**config.mk**
```make
export PLATFORM = sky130hd
export DESIGN_NAME = rpn_op_sequencer
export DESIGN_NICKNAME = d
export VERILOG_FILES = /design/src/rtl/rpn_op_sequencer.sv
export SDC_FILE = /design/constraint.sdc
export NUM_CORES = 1
export LEC_CHECK = 0
export CAP_MARGIN = 20
export CORE_MARGIN = 2
export CORE_UTILIZATION = 45
export CTS_CLUSTER_SIZE = 28
export DETAILED_ROUTE_END_ITERATION = 8
export MAX_ROUTING_LAYER = met4
export PLACE_DENSITY_LB_ADDON = 0.05
export SYNTH_ARGS = -nofsm -noshare
export SYNTH_HDL_FRONTEND = slang
export SYNTH_SLANG_ARGS = --single-unit
```
**constraint.sdc**
```tcl
create_clock -name clk -period 3 [get_ports clk]
set_input_delay 0.45 -clock clk [delete_from_list [all_inputs] [get_ports clk]]
set_output_delay 0.45 -clock clk [all_outputs]
set_load 0.01 [all_outputs]
```
**src/rtl/rpn_op_sequencer.sv**
```systemverilog
// Command sequencer for the RPN calculator stack: turns PUSH/ADD/SUB/DROP
// into pop/push strobe handshakes, does the arithmetic and reports status.
module rpn_op_sequencer #(
    parameter int DATA_WIDTH  = 8,
    parameter int ACK_TIMEOUT = 15
) (
    input  logic                  clk,
    input  logic                  rst,
    input  logic                  cmd_valid,
    input  logic [1:0]            cmd_op,
    input  logic [DATA_WIDTH-1:0] cmd_data,
    output logic                  cmd_ready,
    output logic                  done,
    output logic [1:0]            err,
    output logic                  carry,
    output logic [DATA_WIDTH-1:0] disp_value,
    output logic [DATA_WIDTH-1:0] stk_din,
    output logic                  stk_push,
    output logic                  stk_pop,
    input  logic [DATA_WIDTH-1:0] stk_dout,
    input  logic                  stk_pushed,
    input  logic                  stk_poped,
    input  logic                  stk_full,
    input  logic                  stk_empty
);
    typedef enum logic [3:0] {
        IDLE, REQ_A, WAIT_A, REQ_B, WAIT_B, CALC,
        REQ_R, WAIT_R, RESTORE, WAIT_RS, FIN
    } state_t;

    localparam logic [1:0] OP_PUSH = 2'd0;
    localparam logic [1:0] OP_SUB  = 2'd2;
    localparam logic [1:0] OP_DROP = 2'd3;

    localparam logic [1:0] E_OK    = 2'd0;
    localparam logic [1:0] E_UNDER = 2'd1;
    localparam logic [1:0] E_OVER  = 2'd2;
    localparam logic [1:0] E_TMO   = 2'd3;

    // Last WAIT_* count before giving up; the done pulse then lands
    // ACK_TIMEOUT cycles after the strobe.
    localparam logic [7:0] TMO_LAST = 8'(ACK_TIMEOUT - 2);

    state_t                state;
    logic [1:0]            op;
    logic [DATA_WIDTH-1:0] a, b, r;
    logic [7:0]            tmo;
    logic [DATA_WIDTH:0]   sum;
    logic                  tmo_hit;

    // B is second-from-top, A is top; bit DATA_WIDTH is carry or borrow.
    always_comb begin
        sum = (op == OP_SUB) ? ({1'b0, b} - {1'b0, a}) : ({1'b0, b} + {1'b0, a});
        tmo_hit = (tmo == TMO_LAST);
    end

    // Strobes are registered on entry to a REQ_* state, so the REQ_* state
    // itself only inspects whether its strobe actually went out.
    always_ff @(posedge clk or posedge rst) begin
        if (rst) begin
            state      <= IDLE;
            cmd_ready  <= 1'b1;
            done       <= 1'b0;
            err        <= E_OK;
            carry      <= 1'b0;
            disp_value <= '0;
            stk_din    <= '0;
            stk_push   <= 1'b0;
            stk_pop    <= 1'b0;
            op         <= OP_PUSH;
            a          <= '0;
            b          <= '0;
            r          <= '0;
            tmo        <= '0;
        end else begin
            stk_push <= 1'b0;
            stk_pop  <= 1'b0;
            case (state)
                IDLE: if (cmd_valid) begin
                    cmd_ready <= 1'b0;
                    op        <= cmd_op;
                    carry     <= 1'b0;
                    tmo       <= '0;
                    if (cmd_op == OP_PUSH) begin
                        r        <= cmd_data;
                        stk_din  <= cmd_data;
                        stk_push <= !stk_full;
                        state    <= REQ_R;
                    end else begin
                        stk_pop <= !stk_empty;
                        state   <= REQ_A;
                    end
                end
                REQ_A: begin
                    if (stk_pop) state <= WAIT_A;
                    else begin
                        done  <= 1'b1;
                        err   <= E_UNDER;
                        state <= FIN;
                    end
                end
                WAIT_A: begin
                    if (stk_poped) begin
                        a   <= stk_dout;
                        tmo <= '0;
                        if (op == OP_DROP) begin
                            done  <= 1'b1;
                            err   <= E_OK;
                            state <= FIN;
                        end else begin
                            stk_pop <= !stk_empty;
                            state   <= REQ_B;
                        end
                    end else if (tmo_hit) begin
                        done  <= 1'b1;
                        err   <= E_TMO;
                        state <= FIN;
                    end else tmo <= tmo + 8'd1;
                end
                REQ_B: state <= stk_pop ? WAIT_B : RESTORE;
                WAIT_B: begin
                    if (stk_poped) begin
                        b     <= stk_dout;
                        state <= CALC;
                    end else if (tmo_hit) begin
                        done  <= 1'b1;
                        err   <= E_TMO;
                        state <= FIN;
                    end else tmo <= tmo + 8'd1;
                end
                CALC: begin
                    r        <= sum[DATA_WIDTH-1:0];
                    carry    <= sum[DATA_WIDTH];
                    stk_din  <= sum[DATA_WIDTH-1:0];
                    stk_push <= !stk_full;
                    tmo      <= '0;
                    state    <= REQ_R;
                end
                REQ_R: begin
                    if (stk_push) state <= WAIT_R;
                    else begin
                        done  <= 1'b1;
                        err   <= E_OVER;
                        state <= FIN;
                    end
                end
                WAIT_R: begin
                    if (stk_pushed) begin
                        disp_value <= r;
                        done       <= 1'b1;
                        err        <= E_OK;
                        state      <= FIN;
                    end else if (tmo_hit) begin
                        done  <= 1'b1;
                        err   <= E_TMO;
                        state <= FIN;
                    end else tmo <= tmo + 8'd1;
                end
                RESTORE: begin
                    stk_din  <= a;
                    stk_push <= 1'b1;
                    tmo      <= '0;
                    state    <= WAIT_RS;
                end
                WAIT_RS: begin
                    if (stk_pushed) begin
                        done  <= 1'b1;
                        err   <= E_UNDER;
                        state <= FIN;
                    end else if (tmo_hit) begin
                        done  <= 1'b1;
                        err   <= E_TMO;
                        state <= FIN;
                    end else tmo <= tmo + 8'd1;
                end
                FIN: begin
                    done      <= 1'b0;
                    err       <= E_OK;
                    carry     <= 1'b0;
                    cmd_ready <= 1'b1;
                    state     <= IDLE;
                end
                default: state <= IDLE;
            endcase
        end
    end
endmodule

```
## Word-level counts from Yosys, hierarchy flattened

Index checks and enable logic that the tools add are counted.

| storage, ports and cells | value |
|---|---|
| flip-flop bits (word level) | 61 |
| input port bits | 25 |
| output and inout bits | 23 |
| word-level logic and storage cells | 111 |

| cells by class | value |
|---|---|
| add/sub/neg operators | 3 |
| eq/ne operators | 20 |
| muxes and demuxes | 50 |
| reduce and logical (&&, ||, !) cells | 24 |

Operators by type and width:

| kind | count |
|---|---|
| 2-to-1 mux 8 bit | 7 |
| case mux 8 bit (5 select lines) | 1 |
| 2-to-1 mux 4 bit | 9 |
| case mux 4 bit (9 select lines) | 1 |
| case mux 8 bit (3 select lines) | 1 |
| == test 4 x 3 -> 1 bit (second input constant) | 4 |
| 2-to-1 mux 2 bit | 8 |
| case mux 8 bit (2 select lines) | 1 |
| 2-to-1 mux 1 bit | 14 |
| case mux 2 bit (7 select lines) | 1 |
| == test 4 bit (second input constant) | 3 |
| != test 2 bit (second input constant) | 6 |
| AND reduction 2 bit | 6 |
| AND reduction 5 bit | 2 |
| adder 8 x 8 -> 9 bit | 1 |
| 2-to-1 mux 9 bit | 1 |
| subtractor 8 x 8 -> 9 bit | 1 |
| adder 8 x 1 -> 8 bit (second input constant) | 1 |
| == test 4 x 2 -> 1 bit (second input constant) | 2 |
| == test 8 x 4 -> 1 bit (second input constant) | 1 |
| nonzero test 7 bit | 1 |
| case mux 1 bit (3 select lines) | 2 |
| case mux 1 bit (6 select lines) | 1 |
| AND reduction 3 bit | 2 |
| other kinds (14) | 20 |

## Logic depth before layout (Yosys ltp)

Gate-level depths: netlist of run 1.

| depth | value |
|---|---|
| word-level depth | 4 |
| gate-level depth with buffers | 11 |
| depth with buffers taken out | 11 |

## Least setup slack after synthesis of run 1

No wires, ideal clock.

| timing | value |
|---|---|
| path kind | register -> register |
| start point | register a[2] |
| end point | register r[5] |
| setup time | 0.082 ns |
| arrival | 2.330 ns |
| setup slack | 0.588 ns |
| cell stages (with the launch flop) | 10 |
| path buffers | 0 |
| cells stage by stage | dfrtp_1 -> or3_1 -> nor3_1 -> nor2_1 -> xnor2_1 -> ha_1 -> or3b_2 -> a31oi_1 -> nor2_1 -> a31oi_1 |

| on the way | value |
|---|---|
| cells in the longest elaborated chain, start to end | 3 |

RTL lines:

| element | RTL line | text |
|---|---|---|
| from (decl) | 46 | `logic [DATA_WIDTH-1:0] a, b, r;` |
| from (signal assigned) | 104 | `a <= stk_dout;` |
| adder 8 x 8 -> 9 bit / subtractor 8 x 8 -> 9 bit (equally long branches) | 53 | `sum = (op == OP_SUB) ? ({1'b0, b} - {1'b0, a}) : ({1'b0, b} + {1'b0, a});` |
| 2-to-1 mux 9 bit (*) | 53 |  |
| case mux 8 bit (2 select lines) (*) | 78 | `case (state)` |
| to (signal assigned) | 85 | `r <= cmd_data;` |
| to (signal assigned) | 132 | `r <= sum[DATA_WIDTH-1:0];` |
| to (decl) | 46 |  |

Mark *: on every way between the ends. The rest lies on a longest branch, timed or not.
A chain may end at the register's enable or synchronous reset.

## Worst setup path in the final report of run 1

Same ends and word-level chain as after synthesis.

==> impl_metrics.json, run 1 <==
{
  "gp_congestion": 0.9548,
  "slowest_stage": "or3b_2",
  "cts.reportedPaths.clkPinSlew_ps": 60,
  "die_h_um": 95.70,
  "yosysTopAreaCell": "dfrtp_1",
  "final_nets": 492,
  "hpwl_mm": 6.817,
  "path_cells": "or3_1, nor3_1, nor2_1, xnor2_1, ha_1, or3b_2, a31oi_1, nor2_1, a31oi_1",
  "syn_inst": 404,
  "yosys-top-cells-area": "dfrtp_1 (40%), mux2_2 (6.0%), nor2_1 (4.0%)",
  "critPathKind": "flop to flop",
  "drt-initial-drc-count": 173,
  "arrival_ps": 2880,
  "pwr-share-seq_pct": 30.2,
  "fin_skew_ps": 11.51,
  "avgSynthCellArea_um2": 9.365,
  "antennaDiodeCount": 0,
  "slowest_delay_ps": 470,
  "cts_root_buf": "clkbuf_8",
  "initial_utilization_pct": 46.28,
  "yosys_warnings": 0,
  "pwr-share-comb_pct": 55.1,
  "ys_ff_latch": 61,
  "dieArea_um2": 9158,
  "relSlewSlack_pct": 44.84,
  "clock_latency_ps": 340,
  "p_int_mw": 2.972,
  "cts_resized": 0,
  "synth_common_cells": "dfrtp_1 (60), nor2_1 (40), nand2_1 (29), a21oi_1 (27), mux2_2 (20)",
  "synthesis.area_um2": 3784,
  "cap_viol_max_count": 0,
  "globalRouteTotalUtil_pct": 22.45,
  "end_kind": "flop",
  "hp-class": "primary input to asynchronous set/reset pin",
  "synth_edf_count": 0,
  "holdBufCountCts": 0,
  "finalSetupViolCount": 0,
  "finalCriticalPeriod_ps": 2627,
  "p_leak_nw": 1.932,
  "grt_pass1_vias": 3054,
  "fin_crit_sh_pct": 87.57,
  "netSwitchingPower_mw": 2.157,
  "ys.flop_type": "dfrtp_1",
  "yosys.area.top_type_share_pct": 39.68,
  "grt_max_degree": 37,
  "setup.worst_path.start": "a[2]",
  "yosysMostFrequentCell": "dfrtp_1",
  "h-tree-depth": 3,
  "placed_area_um2": 4384,
  "finalHoldViolations": 0,
  "post_drt_wl_per_cell_um": 16.25,
  "r2r-start": "a[2]",
  "port_buffers": 47,
  "rsz0062_at_grt": "false",
  "syn_to_final_growth_pct": 21.13,
  "grt_pass1_wl_mm": 15.60,
  "pwr-share-clk_pct": 14.7,
  "coreArea_um2": 8175,
  "cts_max_path_buffers": 2,
  "critPathLaunchType": "flop",
  "cts.sinks": 61,
  "fin_setup_tns_ps": 0,
  "seq_area_frac_synth_pct": 40.38,
  "overflow": 0,
  "drtAntennaViolNets": 0,
  "drc": 0,
  "syn_nets": 441,
  "crit_family": "simple AND/OR/NAND/NOR gates",
  "dr.pass1.iters": 4,
  "cts_tree": "done",
  "rows": 33,
  "rr_endpoint": "r[5]",
  "total_power_mw": 5.130,
  "grt_antenna_before_repair": 0,
  "fmax_mhz": 380.7,
  "routed_wl_mm": 9.147,
  "final_layout_size_suffix_gt1_share_pct": 13.54,
  "crit_fanout": 8,
  "cp_num_buf_inv": 0,
  "drv_slew": 0,
  "viasPerCell": 5.757,
  "worst_slew_pin_slew_ps": 827.4,
  "reg2regPathDepth": 9,
  "synth-async-reset-ratio_pct": 100.0,
  "cts_setup_buffers": 0,
  "reg2reg_slack_ps": 370,
  "ys_types": 73,
  "vias": 3241,
  "ir_worst_vdd_uv": 466.4,
  "fin_area_um2": 4583,
  "cts_buffers": 9,
  "io_pins": 48,
  "cp_data_required_time_ps": 3250,
  "power.density_nw_per_um2": 1119,
  "outcome": "finished clean",
  "die_w_um": 95.70,
  "p_sw_share_pct": 42.06
}
==> sequential cells by signal, indices dropped and copies added, names as in the netlist <==
name / flops
a: 8
op: 2
done: 1
err: 2
tmo: 8
r: 8
state: 4
stk_din: 8
stk_push: 1
carry: 1
cmd_ready: 1
b: 8
stk_pop: 1
disp_value: 8
==> logic make-up after synthesis <==
logic type	count (synthesis)	synth area share, %
DFF	61	40.38
buffers and inverters	30	3.737
xor gates and xnor gates	8	1.852
adders and majority gates	12	4.167
muxes	32	9.425
and+or+nand+nor	150	21.13
AOI/OAI and AO/OA	111	19.31
==> power groups by stage <==
| stage | logic (mW) | clock network, mW | registers, mW |
|---|---|---|---|
| after global placement | 2.76 | 0 | 1.55 |
| final | 2.82 | 0.754 | 1.55 |
| after detailed placement | 2.80 | 0 | 1.56 |
| after CTS | 2.82 | 0.768 | 1.55 |
| after floorplan | 2.10 | 0 | 1.43 |
| after global routing | 3.16 | 0.805 | 1.61 |
==> through the flow <==
step	cells	hold WS [ps]	util [%]	worst slack, ps
after floorplan	404	464.2	-	588.3
after global placement	549	477.6	53.63	479.5
after detailed placement	549	491.7	53.63	382.0
after CTS	563	504.5	56.06	367.2
after global routing	563	518.2	56.06	114.2
final	563	494.6	56.06	373.0
==> cells in the final DEF, fill, tap and decap left out, types with 7 or more instances in the layout <==
cell and instances:
dfrtp_1 60, clkdlybuf4s50_1 47, nor2_1 40, nand2_1 29, a21oi_1 27, mux2_2 20
nand3_1 18, a31oi_1 13, o21ai_0 12, clkbuf_8 12, ha_1 11, o21ai_1 10
nor2b_1 10, inv_1 10, buf_4 10, mux2_1 9, nand2b_1 7, nor3_1 7
xnor2_1 7
==> per-layer routing <==
metal  up-vias  global-route usage [%]  routed length (µm)
li1       1590                       -                   -
met1      1571                   34.50                4890
met2        69                   30.71                3822
met3        11                   3.132                 340
met4         0                   6.310                  93
met5         -                       -                   0
==> how the worst max path moves through the flow <==
stage / cells past startpoint / slack, ps / to
global route: 10 / 110 / r[7]
floorplan: 9 / 590 / r[5]
CTS: 9 / 370 / r[5]
global placement: 9 / 480 / r[5]
finish: 9 / 370 / r[5]
detailed placement: 9 / 380 / r[5]
==> area by class of cell <==
cell class                 instances  area, µm²
tap                              105      131.4
inverter                          12      45.04
fill                             737       3592
clock buffer                      13      168.9
clock inverter                     1      30.03
timing repair buffer              58      565.5
multi-input combinational        313       2115
sequential                        61       1528
Note: power is estimated with default switching activity, not from simulation.
==> inputs of run 2 (changes only) <==
- SKIP_CTS_REPAIR_TIMING: default -> 1
==> results of run 2 <==
The final DEF is identical to that of run 1; final timing and power are the same.
==> inputs of run 3 (changes only) <==
- CORE_ASPECT_RATIO: default -> 1.1
- CORE_UTILIZATION: 45 -> 40
- DONT_BUFFER_PORTS: default -> 1
==> run 3 against run 2 <==
Net effect:
- hold slack got worse by 320 ps
- maximum frequency increased by 0.17%
- total power decreased by 3.0%
- die area increased by 12%
- global-route usage decreased by 1.9 points
- clock power increased by 12%
- critical path depth increased by 1
- register-to-register slack about the same
- utilization decreased by 11 points
- sequential share of layout area increased by 3.3 points
- largest cell class unchanged
==> impl_metrics.json, run 3 (synthesized netlist as in run 1, its figures left out) <==
{
  "post_drt_wl_per_cell_um": 18.42,
  "fin_crit_sh_pct": 87.42,
  "coreArea_um2": 9259,
  "netSwitchingPower_mw": 2.145,
  "final_nets": 448,
  "io_pins": 48,
  "fin_setup_tns_ps": 0,
  "pwr-share-seq_pct": 31.8,
  "layout.cells.most_common": "dfrtp_1",
  "grt_antenna_before_repair": 0,
  "syn_to_final_growth_pct": 10.15,
  "final_layout_size_suffix_gt1_share_pct": 15.63,
  "cts_tree": "done",
  "die_w_um": 96.73,
  "clock_latency_ps": 350,
  "globalRouteTotalUtil_pct": 20.53,
  "power.density_nw_per_um2": 1194,
  "pwr-share-comb_pct": 51.1,
  "antennaDiodeCount": 0,
  "cts.reportedPaths.clkPinSlew_ps": 70,
  "p_leak_nw": 1.770,
  "final_cell_mix": "dfrtp_1 (60), nor2_1 (40), nand2_1 (29)",
  "final_core_util_pct": 45.01,
  "outcome": "finished clean",
  "arrival_ps": 2890,
  "viasPerCell": 5.837,
  "rsz0062_at_grt": "false",
  "drc": 0,
  "port_buffers": 0,
  "hp-class": "primary input to flop",
  "dieArea_um2": 10250,
  "finalHoldViolations": 0,
  "h-tree-depth": 3,
  "die_h_um": 106.0,
  "cp_data_required_time_ps": 3260,
  "drtAntennaViolNets": 0,
  "vias": 3111,
  "fin_skew_ps": 10.10,
  "cts.sinks": 61,
  "ir_worst_vdd_uv": 514.2,
  "p_int_mw": 2.830,
  "nFillCells": 947,
  "grt_pass1_wl_mm": 16.33,
  "place_inst": 516,
  "critPathLaunchType": "flop",
  "cp_num_buf_inv": 0,
  "drt-initial-drc-count": 117,
  "gp_congestion": 0.8481,
  "grt_pass1_vias": 3179,
  "p_sw_share_pct": 43.11,
  "pwr-share-clk_pct": 17.0,
  "initial_utilization_pct": 40.86,
  "cts_root_buf": "clkbuf_8",
  "critPathKind": "flop to flop",
  "finalCriticalPeriod_ps": 2622,
  "dr.pass1.iters": 4,
  "placed_area_um2": 3931,
  "drv_slew": 0,
  "fin_area_um2": 4168,
  "overflow": 0,
  "grt_max_degree": 31,
  "finalNonFillerCells": 533,
  "rows": 37,
  "hpwl_mm": 7.371,
  "path_cells": "or3_1, nor3b_1, nor2_1, xnor2_1, ha_1, nand3_1, a211oi_1, nor3_1, nand3b_1, a41oi_1",
  "crit_family": "simple AND/OR/NAND/NOR gates",
  "relSlewSlack_pct": 50.33,
  "crit_fanout": 6,
  "cap_viol_max_count": 0,
  "cp.depth": 10,
  "slowest_stage": "dfrtp_1",
  "routed_wl_mm": 9.819,
  "end_kind": "flop",
  "whs_ps": 174.6,
  "slowest_delay_ps": 440,
  "finalSetupViolCount": 0,
  "cts_buffers": 9,
  "whs_path_depth": 1,
  "worst_slew_pin_slew_ps": 733.5,
  "reg2regPathDepth": 10,
  "cts_max_path_buffers": 2,
  "fmax_mhz": 381.3
}
==> run 3: cell count changes in the layout (fill, tap and decap cells not counted), sizes merged <==
cell and delta:
dlygate4sd3 +1, clkinvlp +1, bufinv +1, buf +2, clkdlybuf4s50 -47
==> run 3: worst register-to-register path: stages (launching register included) <==
cell      delay (ps)
dfrtp_1          440
or3_1            410
nor3b_1          280
nor2_1            90
xnor2_1          130
ha_1             360
nand3_1          100
a211oi_1         290
nor3_1            70
nand3b_1         200
a41oi_1          180
==> run 3: metal layers <==
layer	GRT usage [%]	part of all wire [%]	routed length, µm
met1	23.12	41	3995
met2	35.37	53	5166
met3	4.076	4.4	428
met4	9.356	2.3	228
met5	-	0	0
==> run 3: layout make-up <==
cell class / instances / area [µm²] / area share (%)
multi-input cells: 313 / 2115 / 50.74
flip-flops and latches: 61 / 1528 / 36.66
clock buffers: 13 / 158.9 / 3.813
well taps: 117 / 146.4 / 3.512
repair buffers: 14 / 107.6 / 2.582
clock inverters: 3 / 67.56 / 1.621
inverters: 12 / 45.04 / 1.081
==> run 3: power by group through the flow <==
stage,clock network [mW],logic [mW],registers [mW]
global route,0.899,2.88,1.64
CTS,0.877,2.56,1.59
detailed placement,0,2.55,1.60
finish,0.847,2.54,1.58
floorplan,0,2.10,1.43
global placement,0,2.54,1.60
==> run 3: through the flow <==
stage,power [mW],setup WS [ps]
after detailed placement,4.151,413.9
after global placement,4.134,458.7
after CTS,5.029,377.0
after global routing,5.423,167.2
final,4.974,377.5
after floorplan,3.524,588.3
==> run 3: worst paths after layout <==
kind,from,to,slack [ps]
max reg2reg,a[2],stk_din[7],380
min,stk_empty,stk_pop,170
min in group asynchronous,rst,state[2],530
min reg2reg,b[0],b[0],500
max,a[2],stk_din[7],380
max in group asynchronous,rst,cmd_ready,1710
